**config.mk**
```make
export PLATFORM = sky130hd
export DESIGN_NAME = vram_arbiter_flat
export DESIGN_NICKNAME = d
export VERILOG_FILES = /design/src/rtl/vram_pkg.sv /design/src/rtl/vram_arbiter_if.sv /design/src/rtl/vram_rd_pipe.sv /design/src/rtl/vram_arbiter.sv /design/src/flat_wrapper.sv
export SDC_FILE = /design/constraint.sdc
export NUM_CORES = 1
export LEC_CHECK = 0
export CAP_MARGIN = 30
export CORE_UTILIZATION = 40
export DETAILED_ROUTE_END_ITERATION = 7
export PLACE_DENSITY = 0.84
export SYNTH_ARGS = -nofsm -noshare
export SYNTH_HDL_FRONTEND = slang
export SYNTH_HIERARCHICAL = 1
export SYNTH_SLANG_ARGS = --single-unit
```
**constraint.sdc**
```tcl
create_clock -name clk -period 4.1 [get_ports clk]
set_input_delay 0.41 -clock clk [delete_from_list [all_inputs] [get_ports clk]]
set_output_delay 0.41 -clock clk [all_outputs]
set_load 0.01 [all_outputs]
```
**src/rtl/vram_pkg.sv**
```systemverilog
// rtl/vram_pkg.sv - shared defaults and grant-source tags for the VRAM arbiter
package vram_pkg;

  localparam int VRAM_AW       = 15;
  localparam int VRAM_DW       = 8;
  localparam int VRAM_MAX_WAIT = 8;

  // Which requester owns the access issued in a given cycle
  typedef enum logic [1:0] {
    SRC_NONE = 2'd0,
    SRC_VID  = 2'd1,
    SRC_CPU  = 2'd2
  } src_e;

endpackage

```
**src/rtl/vram_arbiter_if.sv**
```systemverilog
// rtl/vram_arbiter_if.sv - requester and SRAM signal bundle for the VRAM arbiter
interface vram_arbiter_if #(
  parameter int AW = vram_pkg::VRAM_AW,
  parameter int DW = vram_pkg::VRAM_DW
);

  logic          vid_req;
  logic [AW-1:0] vid_addr;
  logic          vid_gnt;
  logic          vid_rvalid;
  logic [DW-1:0] vid_rdata;

  logic          cpu_req;
  logic          cpu_we;
  logic [AW-1:0] cpu_addr;
  logic [DW-1:0] cpu_wdata;
  logic          cpu_gnt;
  logic          cpu_rvalid;
  logic [DW-1:0] cpu_rdata;

  logic          mem_en;
  logic          mem_we;
  logic [AW-1:0] mem_addr;
  logic [DW-1:0] mem_wdata;
  logic [DW-1:0] mem_rdata;

  // Arbiter side
  modport slave (
    input  vid_req, vid_addr,
    output vid_gnt, vid_rvalid, vid_rdata,
    input  cpu_req, cpu_we, cpu_addr, cpu_wdata,
    output cpu_gnt, cpu_rvalid, cpu_rdata,
    output mem_en, mem_we, mem_addr, mem_wdata,
    input  mem_rdata
  );

  // Requesters plus the SRAM
  modport master (
    output vid_req, vid_addr,
    input  vid_gnt, vid_rvalid, vid_rdata,
    output cpu_req, cpu_we, cpu_addr, cpu_wdata,
    input  cpu_gnt, cpu_rvalid, cpu_rdata,
    input  mem_en, mem_we, mem_addr, mem_wdata,
    output mem_rdata
  );

endinterface

```
**src/rtl/vram_rd_pipe.sv**
```systemverilog
// rtl/vram_rd_pipe.sv - two-stage tag pipe that aligns rvalid with SRAM read data
module vram_rd_pipe
  import vram_pkg::*;
(
  input  logic clk,
  input  logic rst,
  input  src_e rd_src,
  output logic vid_rvalid,
  output logic cpu_rvalid
);

  // tag_s1 matches the SRAM access cycle, tag_s2 the cycle its data is valid
  src_e tag_s1;
  src_e tag_s2;

  // Shift the read-owner tag along; reset drops any read still in flight
  always_ff @(posedge clk or posedge rst) begin
    if (rst) begin
      tag_s1 <= SRC_NONE;
      tag_s2 <= SRC_NONE;
    end else begin
      tag_s1 <= rd_src;
      tag_s2 <= tag_s1;
    end
  end

  assign vid_rvalid = (tag_s2 == SRC_VID);
  assign cpu_rvalid = (tag_s2 == SRC_CPU);

endmodule

```
**src/rtl/vram_arbiter.sv**
```systemverilog
// rtl/vram_arbiter.sv - video-priority single-port VRAM arbiter with CPU starvation guard
module vram_arbiter
  import vram_pkg::*;
#(
  parameter int AW       = VRAM_AW,
  parameter int DW       = VRAM_DW,
  parameter int MAX_WAIT = VRAM_MAX_WAIT
) (
  input logic           clk,
  input logic           rst,
  vram_arbiter_if.slave bus
);

  localparam int            CW       = $clog2(MAX_WAIT + 1);
  localparam logic [CW-1:0] WAIT_SAT = CW'(MAX_WAIT);

  logic [CW-1:0] wait_cnt;
  logic          vid_win;
  logic          cpu_win;
  src_e          gnt_src;
  src_e          rd_src;

  logic          mem_en_q;
  logic          mem_we_q;
  logic [AW-1:0] mem_addr_q;
  logic [DW-1:0] mem_wdata_q;
  logic          vid_rvalid_w;
  logic          cpu_rvalid_w;

  // Pick this cycle's winner: video first unless the CPU has lost MAX_WAIT times in a row
  always_comb begin
    vid_win = 1'b0;
    cpu_win = 1'b0;
    gnt_src = SRC_NONE;
    if (!rst) begin
      cpu_win = bus.cpu_req && (!bus.vid_req || (wait_cnt == WAIT_SAT));
      vid_win = bus.vid_req && !cpu_win;
    end
    if (vid_win) begin
      gnt_src = SRC_VID;
    end else if (cpu_win) begin
      gnt_src = SRC_CPU;
    end
  end

  // Only reads get a response, so CPU writes enter the pipe as empty slots
  always_comb begin
    rd_src = gnt_src;
    if ((gnt_src == SRC_CPU) && bus.cpu_we) begin
      rd_src = SRC_NONE;
    end
  end

  // Count consecutive CPU losses, holding at the limit until the CPU gets through
  always_ff @(posedge clk or posedge rst) begin
    if (rst) begin
      wait_cnt <= '0;
    end else if (!bus.cpu_req || cpu_win) begin
      wait_cnt <= '0;
    end else if (wait_cnt != WAIT_SAT) begin
      wait_cnt <= wait_cnt + CW'(1);
    end
  end

  // Register the winning access onto the SRAM port; address/data hold when idle
  always_ff @(posedge clk or posedge rst) begin
    if (rst) begin
      mem_en_q    <= 1'b0;
      mem_we_q    <= 1'b0;
      mem_addr_q  <= '0;
      mem_wdata_q <= '0;
    end else begin
      mem_en_q <= vid_win || cpu_win;
      mem_we_q <= cpu_win && bus.cpu_we;
      if (vid_win) begin
        mem_addr_q  <= bus.vid_addr;
        mem_wdata_q <= '0;
      end else if (cpu_win) begin
        mem_addr_q  <= bus.cpu_addr;
        mem_wdata_q <= bus.cpu_wdata;
      end
    end
  end

  vram_rd_pipe u_rd_pipe (
    .clk        (clk),
    .rst        (rst),
    .rd_src     (rd_src),
    .vid_rvalid (vid_rvalid_w),
    .cpu_rvalid (cpu_rvalid_w)
  );

  assign bus.vid_gnt    = vid_win;
  assign bus.cpu_gnt    = cpu_win;
  assign bus.mem_en     = mem_en_q;
  assign bus.mem_we     = mem_we_q;
  assign bus.mem_addr   = mem_addr_q;
  assign bus.mem_wdata  = mem_wdata_q;
  assign bus.vid_rvalid = vid_rvalid_w;
  assign bus.cpu_rvalid = cpu_rvalid_w;
  // Both requesters see the raw SRAM data; rvalid says whose it is
  assign bus.vid_rdata  = bus.mem_rdata;
  assign bus.cpu_rdata  = bus.mem_rdata;

endmodule

```
**src/flat_wrapper.sv**
```systemverilog
// flat-port wrapper written by rule: the top's interface ports become plain ports
module vram_arbiter_flat import vram_pkg::*;
#(
  parameter int AW       = VRAM_AW,
  parameter int DW       = VRAM_DW,
  parameter int MAX_WAIT = VRAM_MAX_WAIT
)
  (clk, rst, bus_vid_req, bus_vid_addr, bus_vid_gnt, bus_vid_rvalid, bus_vid_rdata, bus_cpu_req, bus_cpu_we, bus_cpu_addr, bus_cpu_wdata, bus_cpu_gnt, bus_cpu_rvalid, bus_cpu_rdata, bus_mem_en, bus_mem_we, bus_mem_addr, bus_mem_wdata, bus_mem_rdata);
  vram_arbiter_if #(.AW(AW), .DW(DW)) bus_i ();
  input logic clk;
  input logic rst;
  input wire logic [$bits(bus_i.vid_req)-1:0] bus_vid_req;
  input wire logic [$bits(bus_i.vid_addr)-1:0] bus_vid_addr;
  output wire logic [$bits(bus_i.vid_gnt)-1:0] bus_vid_gnt;
  output wire logic [$bits(bus_i.vid_rvalid)-1:0] bus_vid_rvalid;
  output wire logic [$bits(bus_i.vid_rdata)-1:0] bus_vid_rdata;
  input wire logic [$bits(bus_i.cpu_req)-1:0] bus_cpu_req;
  input wire logic [$bits(bus_i.cpu_we)-1:0] bus_cpu_we;
  input wire logic [$bits(bus_i.cpu_addr)-1:0] bus_cpu_addr;
  input wire logic [$bits(bus_i.cpu_wdata)-1:0] bus_cpu_wdata;
  output wire logic [$bits(bus_i.cpu_gnt)-1:0] bus_cpu_gnt;
  output wire logic [$bits(bus_i.cpu_rvalid)-1:0] bus_cpu_rvalid;
  output wire logic [$bits(bus_i.cpu_rdata)-1:0] bus_cpu_rdata;
  output wire logic [$bits(bus_i.mem_en)-1:0] bus_mem_en;
  output wire logic [$bits(bus_i.mem_we)-1:0] bus_mem_we;
  output wire logic [$bits(bus_i.mem_addr)-1:0] bus_mem_addr;
  output wire logic [$bits(bus_i.mem_wdata)-1:0] bus_mem_wdata;
  input wire logic [$bits(bus_i.mem_rdata)-1:0] bus_mem_rdata;
  assign bus_i.vid_req = bus_vid_req;
  assign bus_i.vid_addr = bus_vid_addr;
  assign bus_vid_gnt = bus_i.vid_gnt;
  assign bus_vid_rvalid = bus_i.vid_rvalid;
  assign bus_vid_rdata = bus_i.vid_rdata;
  assign bus_i.cpu_req = bus_cpu_req;
  assign bus_i.cpu_we = bus_cpu_we;
  assign bus_i.cpu_addr = bus_cpu_addr;
  assign bus_i.cpu_wdata = bus_cpu_wdata;
  assign bus_cpu_gnt = bus_i.cpu_gnt;
  assign bus_cpu_rvalid = bus_i.cpu_rvalid;
  assign bus_cpu_rdata = bus_i.cpu_rdata;
  assign bus_mem_en = bus_i.mem_en;
  assign bus_mem_we = bus_i.mem_we;
  assign bus_mem_addr = bus_i.mem_addr;
  assign bus_mem_wdata = bus_i.mem_wdata;
  assign bus_i.mem_rdata = bus_mem_rdata;
  vram_arbiter #(.AW(AW), .DW(DW), .MAX_WAIT(MAX_WAIT)) u_core (.clk(clk), .rst(rst), .bus(bus_i));
endmodule
```
==> impl_metrics.yaml <==
status:
  outcome: "completed"
synthesis:
  syn_inst: 140
  synth-seq-cells: 33
  ys_seq_area_share_pct: 50.5
  yosysTopAreaCell: "dfrtp_1"
  synthFlopType: "dfrtp_1"
  ys_types: 32
  synth_top_area_share_pct: 50.5
  synth_area_leaders: "dfrtp_1 (51%), buf_4 (7.8%), o221a_1 (6.2%)"
  synth_edf_count: 0
  syn_area_um2: 1630
  syn_nets: 193
  async_reset_ff_share_pct: 100
  postSynthAreaPerCell_um2: 11.7
  yosysWarnings: 6
sta:
  timing.final.max_slew_violations: 0
  finalSetupViolCount: 0
  rsz0062_at_grt: "no"
  hold_violations: 0
  fin_crit_sh_pct: 66.0
  timing.fmax_ghz: 0.370
  tightest_slew_ns: 0.855
  slew-limit-headroom_pct: 43.0
  tns_ns: 0
  fin_crit_ns: 2.71
  fin_skew_ns: 0.00287
finish:
  nets: 249
  fin_util_pct: 61.3
  layout-drive-gt1-share_pct: 10.2
  diodes: 0
  area_growth_pct: 42.6
global_route:
  grt.total_usage_pct: 19.2
  grt_pass1_wl_mm: 6.17
  antenna_found_initial: 0
  grt_max_degree: 30
  grt_pass1_vias: 1299
  grt_remaining_overflow: 0
clocking:
  cts_tree: "done"
  clk_latency_ns: 0.28
  clock_path_buffers: 2
  numCtsBuffers: 5
  clockRootBuffer: "clkbuf_8"
  clk_pin_slew_worst_paths_ns: 0.07
  postCtsSetupBuffers: 0
  cts_hold_buffers: 0
  cts.repair.resized: 0
  htreeDepth: 2
  cts_sinks: 33
route:
  drt_pass1_iterations: 4
  ant_nets: 0
  routed_via_density: 5.15
  drt-total-wl_mm: 3.67
  drtIter0Drc: 59
  vias: 1262
  drc: 0
  wire_per_inst_um: 15.0
critical_path:
  slowest_delay_ns: 0.64
  critPathKind: "primary input to primary output"
  crit_path_cell_trace: "clkdlybuf4s50_1, nand2b_1, a21o_4, inv_2, clkdlybuf4s50_1"
  cp_top_family: "buffers and inverters"
  cpMostUsedCell: "clkdlybuf4s50_1"
  crit_arrival_ns: 2.30
  crit_fanout: 15
  cp.buffers_inverters: 3
  slowest_stage: "clkdlybuf4s50_1"
  critPathLaunchType: "primary input"
  cp.required_ns: 3.69
  worstSetupEndpointType: "primary output"
floorplanning:
  die_w_um: 65.9
  die_y_um: 65.9
  rows: 22
  core_area_um2: 3800
  die_area_um2: 4340
  start_util_pct: 43.0
  io-pin-count: 96
place:
  gp_congestion: 0.784
  io_buffers: 71
  hpwl_mm: 2.72
run:
  cap_viol_max_count: 0
power_and_ir_drop:
  power_mw: 0.805
  p_per_area_nw_per_um2: 346
  leakage_nw: 1.00
  peakVddDrop_mv: 0.203
hold_path:
  hold_class: "flip-flop to flip-flop"
## state kept, by name (all words and copies together), names as in the netlist
| signal | flops |
|---|---|
| u_core/u_rd_pipe/tag_s2 | 2 |
| u_core/u_rd_pipe/tag_s1 | 2 |
| u_core/bus.mem_we | 1 |
| u_core/bus.mem_en | 1 |
| u_core/bus.mem_wdata | 8 |
| u_core/wait_cnt | 4 |
| u_core/bus.mem_addr | 15 |
## final cells by class
cell class	instances	area [um^2]
repair buffers	72	718
clock buffers	5	68.8
well taps	48	60.1
flip-flops and latches	33	826
multi-input cells	72	592
fillers	309	1470
inverters	12	47.5
clock inverters	3	17.5
## final timing paths
kind / depth (start not counted) / to / slack (ns) / from
min in group asynchronous: 2 / u_core/u_rd_pipe/tag_s1[0] / 0.66 / rst
setup reg to reg: 5 / u_core/bus.mem_addr[9] / 2.44 / u_core/wait_cnt[0]
hold reg to reg: 0 / u_core/u_rd_pipe/tag_s2[0] / 0.35 / u_core/u_rd_pipe/tag_s1[0]
hold / removal: 0 / u_core/u_rd_pipe/tag_s2[0] / 0.35 / u_core/u_rd_pipe/tag_s1[0]
setup / recovery: 5 / bus_cpu_gnt / 1.39 / rst
max in group asynchronous: 3 / u_core/bus.mem_we / 2.87 / rst
## power by group
group | switching [mW] | leakage (nW) | internal (mW)
combinational | 0.0731 | 0.553 | 0.121
clock | 0.118 | 0.0439 | 0.117
sequential | 0.0192 | 0.406 | 0.356
total | 0.211 | 1.00 | 0.594
## placed cells by master (no fill, tap or decap), types with 2 or more instances in the layout
cell	instances
clkbuf_8	5
inv_1	10
nor3_1	5
a221oi_1	3
nand3_1	6
clkdlybuf4s50_1	71
a22o_1	8
o221a_2	3
ha_1	2
nor2_1	4
o211a_1	3
o221a_1	9
nor2b_1	2
dfrtp_1	33
clkinv_2	2
nand2b_1	13
a21oi_1	2
## logic make-up (layout without fill, tap and decap cells)
group,after synthesis,count (layout),synth area share (%)
buffers and inverters,35,92,13.2
AO/OA/AOI/OAI,34,34,20.8
AND/OR/NAND/NOR,34,34,12.8
flip-flops,33,33,50.5
adder cells (fa/ha/maj),2,2,1.53
XOR/XNOR,2,2,1.07
## per-stage QoR
step           cells  hold WS [ns]  cell area (um^2)  setup slack, ns
2_1_floorplan    140         0.176              1630             2.12
3_3_place_gp     237         0.332              2240             1.43
3_5_place_dp     237         0.335              2240             1.40
4_1_cts          245         0.350              2330             1.40
5_1_grt          245         0.372              2330             1.26
6_report         245         0.348              2330             1.39
## Yosys cell counts (2+ instances only)
cell type and number:
nor2b_1 2, nor3_1 5, dfrtp_1 33, o221a_1 9, a22o_1 8, buf_2 3
o221a_2 3, nor2_1 4, ha_1 2, buf_4 17, a21oi_1 2, o211a_1 3
buf_6 2, nand2b_1 13, inv_1 10, a221oi_1 3, nand3_1 6
## per-layer routing
| metal | global-route usage [%] | vias up | part of all wire, % |
|---|---|---|---|
| met5 | 0 | - | 0 |
| met4 | 5.98 | 0 | 0.46 |
| met3 | 7.41 | 2 | 8.0 |
| met2 | 31.1 | 63 | 49 |
| met1 | 23.2 | 602 | 42 |
| li1 | - | 595 | - |
No activity file was read; power rests on OpenSTA's default activity.
